$ cat src/rtl/ttt_move_ctrl.sv
// Turn scheduler between two player button sets and the tic-tac-toe core: cursor, set strobe, turn tracking.
// Optional idle auto-move timer is compiled in when TURN_TIMER_EN is defined.
module ttt_move_ctrl #(
    parameter int CONFIRM_CYCLES = 4,
    parameter int TIMEOUT_CYCLES = 100000000,
    parameter int TMR_W          = 27
) (
    input  logic        clk,
    input  logic        rst_n,
    input  logic [4:0]  p1_btn,
    input  logic [4:0]  p2_btn,
    input  logic [17:0] grid,
    input  logic        mode,
    output logic [3:0]  cursor_pos,
    output logic        set,
    output logic        turn,
    output logic        busy,
    output logic        reject
);

    localparam int CNT_W = (CONFIRM_CYCLES > 1) ? $clog2(CONFIRM_CYCLES) : 1;
    localparam logic [CNT_W-1:0] CNT_LAST = CNT_W'(CONFIRM_CYCLES - 1);
    localparam logic [3:0] CENTER = 4'd4;

    localparam int BTN_UP    = 0;
    localparam int BTN_DOWN  = 1;
    localparam int BTN_LEFT  = 2;
    localparam int BTN_RIGHT = 3;
    localparam int BTN_SEL   = 4;

    typedef enum logic [1:0] {
        IDLE    = 2'd0,
        ISSUE   = 2'd1,
        CONFIRM = 2'd2
    } state_t;

    state_t           state_q, state_d;
    logic [CNT_W-1:0] cnt_q, cnt_d;
    logic [3:0]       cursor_q, cursor_d;
    logic             turn_q, turn_d;
    logic             reject_q, reject_d;
    logic [4:0]       p1_prev_q, p1_prev_d;
    logic [4:0]       p2_prev_q, p2_prev_d;
    logic [4:0]       p1_edge_q, p1_edge_d;
    logic [4:0]       p2_edge_q, p2_edge_d;
    logic             mode_prev_q, mode_prev_d;
    logic [4:0]       act_edge;
    logic             cur_blank;

    function automatic logic cell_blank(input logic [17:0] g, input logic [3:0] idx);
        logic [1:0] c;
        c = 2'b00;
        for (int k = 0; k < 9; k++) begin
            if (idx == 4'(k)) c = g[2*k +: 2];
        end
        return (c == 2'b00);
    endfunction

    // Row/column arithmetic with wrap; only the highest-priority direction is applied.
    function automatic logic [3:0] move_cursor(input logic [3:0] cur, input logic [3:0] dir);
        logic [3:0] row;
        logic [3:0] col;
        row = cur / 4'd3;
        col = cur % 4'd3;
        if (dir[BTN_UP])         row = (row == 4'd0) ? 4'd2 : row - 4'd1;
        else if (dir[BTN_DOWN])  row = (row == 4'd2) ? 4'd0 : row + 4'd1;
        else if (dir[BTN_LEFT])  col = (col == 4'd0) ? 4'd2 : col - 4'd1;
        else if (dir[BTN_RIGHT]) col = (col == 4'd2) ? 4'd0 : col + 4'd1;
        return row * 4'd3 + col;
    endfunction

`ifdef TURN_TIMER_EN
    localparam logic [TMR_W-1:0] TMR_LAST = TMR_W'(TIMEOUT_CYCLES - 1);

    logic [TMR_W-1:0] tmr_q, tmr_d;
    logic [4:0]       first_free;

    // Returns {found, index} of the lowest-index blank cell.
    function automatic logic [4:0] first_blank(input logic [17:0] g);
        logic [4:0] r;
        r = 5'd0;
        for (int k = 8; k >= 0; k--) begin
            if (g[2*k +: 2] == 2'b00) r = {1'b1, 4'(k)};
        end
        return r;
    endfunction
`else
    logic unused_cfg;
    assign unused_cfg = ^{TIMEOUT_CYCLES, TMR_W};
`endif

    always_ff @(posedge clk or negedge rst_n) begin
        if (!rst_n) begin
            state_q     <= IDLE;
            cnt_q       <= '0;
            cursor_q    <= CENTER;
            turn_q      <= 1'b0;
            reject_q    <= 1'b0;
            p1_prev_q   <= 5'b11111;
            p2_prev_q   <= 5'b11111;
            p1_edge_q   <= 5'b00000;
            p2_edge_q   <= 5'b00000;
            mode_prev_q <= 1'b0;
`ifdef TURN_TIMER_EN
            tmr_q       <= '0;
`endif
        end else begin
            state_q     <= state_d;
            cnt_q       <= cnt_d;
            cursor_q    <= cursor_d;
            turn_q      <= turn_d;
            reject_q    <= reject_d;
            p1_prev_q   <= p1_prev_d;
            p2_prev_q   <= p2_prev_d;
            p1_edge_q   <= p1_edge_d;
            p2_edge_q   <= p2_edge_d;
            mode_prev_q <= mode_prev_d;
`ifdef TURN_TIMER_EN
            tmr_q       <= tmr_d;
`endif
        end
    end

    always_comb begin
        p1_prev_d   = p1_btn;
        p2_prev_d   = p2_btn;
        p1_edge_d   = p1_btn & ~p1_prev_q;
        p2_edge_d   = p2_btn & ~p2_prev_q;
        mode_prev_d = mode;

        state_d  = state_q;
        cnt_d    = cnt_q;
        cursor_d = cursor_q;
        turn_d   = turn_q;
        reject_d = 1'b0;

        // The waiting player's edges are simply never looked at, so nothing queues.
        act_edge  = turn_q ? p2_edge_q : p1_edge_q;
        cur_blank = cell_blank(grid, cursor_q);

        if (mode) begin
            state_d = IDLE;
        end else if (mode_prev_q) begin
            // Leaving score display: the core restarts with P1 to move.
            state_d  = IDLE;
            turn_d   = 1'b0;
            cursor_d = CENTER;
        end else begin
            case (state_q)
                IDLE: begin
                    if (act_edge[BTN_SEL]) begin
                        if (cur_blank) state_d = ISSUE;
                        else           reject_d = 1'b1;
                    end else if (|act_edge[3:0]) begin
                        cursor_d = move_cursor(cursor_q, act_edge[3:0]);
                    end
                end
                ISSUE: begin
                    state_d = CONFIRM;
                    cnt_d   = '0;
                end
                CONFIRM: begin
                    if (!cur_blank) begin
                        turn_d  = ~turn_q;
                        state_d = IDLE;
                    end else if (cnt_q == CNT_LAST) begin
                        reject_d = 1'b1;
                        state_d  = IDLE;
                    end else begin
                        cnt_d = cnt_q + 1'b1;
                    end
                end
                default: state_d = IDLE;
            endcase
        end

`ifdef TURN_TIMER_EN
        tmr_d      = tmr_q;
        first_free = first_blank(grid);
        if (mode || mode_prev_q || (state_q != IDLE) || (|act_edge) || (turn_d != turn_q)) begin
            tmr_d = '0;
        end else if (tmr_q == TMR_LAST) begin
            // With a full board the timer parks at its last value until something changes.
            if (first_free[4]) begin
                cursor_d = first_free[3:0];
                state_d  = ISSUE;
                tmr_d    = '0;
            end
        end else begin
            tmr_d = tmr_q + 1'b1;
        end
`endif
    end

    assign cursor_pos = cursor_q;
    assign set        = (state_q == ISSUE) && !mode;
    assign turn       = turn_q;
    assign busy       = (state_q != IDLE);
    assign reject     = reject_q;

endmodule

$ cat config.mk
export PLATFORM = sky130hd
export DESIGN_NAME = ttt_move_ctrl
export DESIGN_NICKNAME = d
export VERILOG_FILES = /design/src/rtl/ttt_move_ctrl.sv
export SDC_FILE = /design/constraint.sdc
export NUM_CORES = 1
export LEC_CHECK = 0
export CAP_MARGIN = 15
export CORE_UTILIZATION = 58
export DETAILED_ROUTE_END_ITERATION = 8
export MAX_ROUTING_LAYER = met4
export PLACE_DENSITY = 0.86
export SLEW_MARGIN = 0
export SYNTH_ARGS = -nofsm -noshare
export SYNTH_HDL_FRONTEND = slang
export SYNTH_SLANG_ARGS = --single-unit
$ cat constraint.sdc
create_clock -name clk -period 14.3 [get_ports clk]
set_input_delay 2.86 -clock clk [delete_from_list [all_inputs] [get_ports clk]]
set_output_delay 2.86 -clock clk [all_outputs]
set_load 0.02 [all_outputs]
==> run metrics <==
die area 4240 µm²; reg-to-reg setup timing slack 8030 ps; min Tclk post-route 7150 ps; Vert. Die Dim 65.1 µm; P_leak 1.12 nW; worst reg2reg path depth 23; Antenna Violating Nets Remaining 0; Hold Path End p1_edge_q[3]; Worst Hold Slack 482 ps; Critical Path Source Type input port; Final Setup Violations 0; drt via density ~6; post-synth cell types 66; final hold vios 0; # diodes 0; Pwr Density 191 nW/µm²; Post-Syn Area 2310 µm²; relative slew slack 0.516; initial antenna violation count 0; setup TNS 0 ps; Clock Sinks 31; worst slack at placement just over 7000 ps; unrepaired setup endpoints after global routing no; Worst Hold Depth 1; H-tree levels 2; Syn Nets 295; CP max FO 9; Worst Hold Launch p1_prev_q[3]; Post-Synthesis Mean Instance Area 9.31 µm²; max cap viols 0; commonest non-fill, non-tap cells in the layout clkdlybuf4s50_1 (38), dfrtp_1 (20), nand2_1 (19), a21oi_1 (15), inv_1 (14); Yosys warnings 0; clk_lat worst skew 280 ps; Placed Cells incl. Taps approximately 320; final setup margin 7150 ps; total congestion overflow 0; dominant cell type by area after synthesis dfrtp_1; row cnt 22; clock tree buffer depth 2; crit path DAT 4290 ps; CP cell instances clkdlybuf4s50_1 -> nor3b_1 -> clkdlybuf4s50_1; Design Power 0.532 mW; worst path required time approximately 11,000 ps; routed wire length 4.83 mm; Hold Buf Count CTS 0; ports placed on the boundary 39; Crit. path cell count 3; DRT iter0 DRCs 179; top-area cell type share of the netlist area 0.217; WL/cell 14.6 µm; P&R area growth vs syn 20.8%; Tot GR Track Use 0.249; worst-margin pin slew 726 ps; Die X 65.1 µm; R2R Path End cursor_pos[3]; area of placed instances 2700 µm²; DRC violations left 0; vias in the first global route between 1,500 and 2,000; cell mode on critical path clkdlybuf4s50_1; Non-Filler Instances roughly 330; vias approximately 2,000; status finished, final reports clean; Num CTS Buffers 5; Hold Crit Class register to register; Setup CP Type input port to output pin; Peak supply drop 0.119 mV; final instance area approximately 2800 µm²; register area share after synthesis 0.342; Final #Nets 330; reg-to-reg critical path startpoint cursor_pos[3]; Post-synth EDFFs 0; CP max stage delay about 630 ps; global-route wire length before repair 7.94 mm; final period utilization 0.500; Root Buffer clkbuf_8; Critical-path top delay cell clkdlybuf4s50_1; Synth area leaders dfrtp_1 (22%), dfstp_2 (13%), ha_1 (7.0%); Achievable Freq about 140 MHz; Util after Layout 0.745; crit path capture type output pin; RD Place Congestion 0.865; Post-synth ARST share 1.00; fin. max-slew vios 0; skew final 5.06 ps; Gate Count Post-Synth 248; WP buf/inv 2; IO Port Bufs 38; Core ar. 3740 µm²; post-cts resize count 0; post-CTS setup buffer count 0; CP top delay family buffers and inverters; initial core utilization 0.617; commonest non-fill, non-tap cell in the layout clkdlybuf4s50_1; 1st-pass router iterations 4; Layout fillers approximately 280; Final HPWL DP 3.69 mm; CTS tree done; largest net degree at the start of global routing 32; Synth Register Bits 31; prevailing post-synth register cell dfrtp_1; layout cells sized above 1 0.134; clock slew at reported path FFs 60 ps
## report_power, final
group,internal (mW),total (mW),switching [mW]
sequential,0.0986,0.120,0.0218
clock,0.0339,0.0648,0.0309
combinational,0.157,0.346,0.189
total,0.290,0.532,0.242
## kinds of logic (layout without fill, tap and decap cells)
family / after synthesis / count (layout) / synth area share
buffers and inverters: 27 / 63 / 0.0499
adder cells (fa/ha/maj): 16 / 16 / 0.0965
AO/OA/AOI/OAI: 68 / 68 / 0.219
multiplexers: 13 / 13 / 0.0585
flip-flops: 31 / 31 / 0.342
XOR/XNOR: 6 / 6 / 0.0228
AND/OR/NAND/NOR: 87 / 87 / 0.211
## worst max-delay path by stage
stage	to	start	slack, ps
2_1_floorplan	set	mode	7870
3_3_place_gp	set	mode	7190
3_5_place_dp	set	mode	7160
4_1_cts	set	mode	7150
5_1_grt	set	mode	7070
6_report	set	mode	7150
## registers in the layout, indices dropped and copies added, names as in the netlist, 2 cells and up
signal and flops:
cnt_q 2, p2_prev_q 5, p2_edge_q 5, p1_edge_q 5, state_q 2, cursor_pos 4
p1_prev_q 5
## cell type report
cell class	instances	area (µm²)	share of cell area
Clock inverter	2	12.5	0.00449
Multi-Input combinational cell	190	1400	0.504
Inverter	16	61.3	0.0220
Timing Repair Buffer	39	388	0.139
Sequential cell	31	790	0.283
Tap cell	48	60.1	0.0215
Clock buffer	6	72.6	0.0260
## cells in the mapped netlist, types with 3 or more instances
master and count:
ha_1 13, nor3b_1 3, nand3_1 10, xnor2_1 6, nor2b_1 13, dfstp_2 11
a31oi_1 3, fa_1 3, nor3_1 9, nor2_1 10, a21oi_1 15, mux2i_1 9
clkbuf_1 5, buf_2 4, nand2b_1 3, mux2_2 4, dfrtp_1 20, inv_1 14
nand2_1 19, o21ai_0 13, o211ai_1 4
## per-layer routing
layer / part of all wire / vias up / track usage
met5: 0 / - / -
met1: 0.45 / 929 / 0.334
met2: 0.46 / 79 / 0.395
li1: - / 982 / -
met3: 0.083 / 5 / 0.0590
met4: 0.0064 / 0 / 0.0408
(Power assumes the default switching activity.)
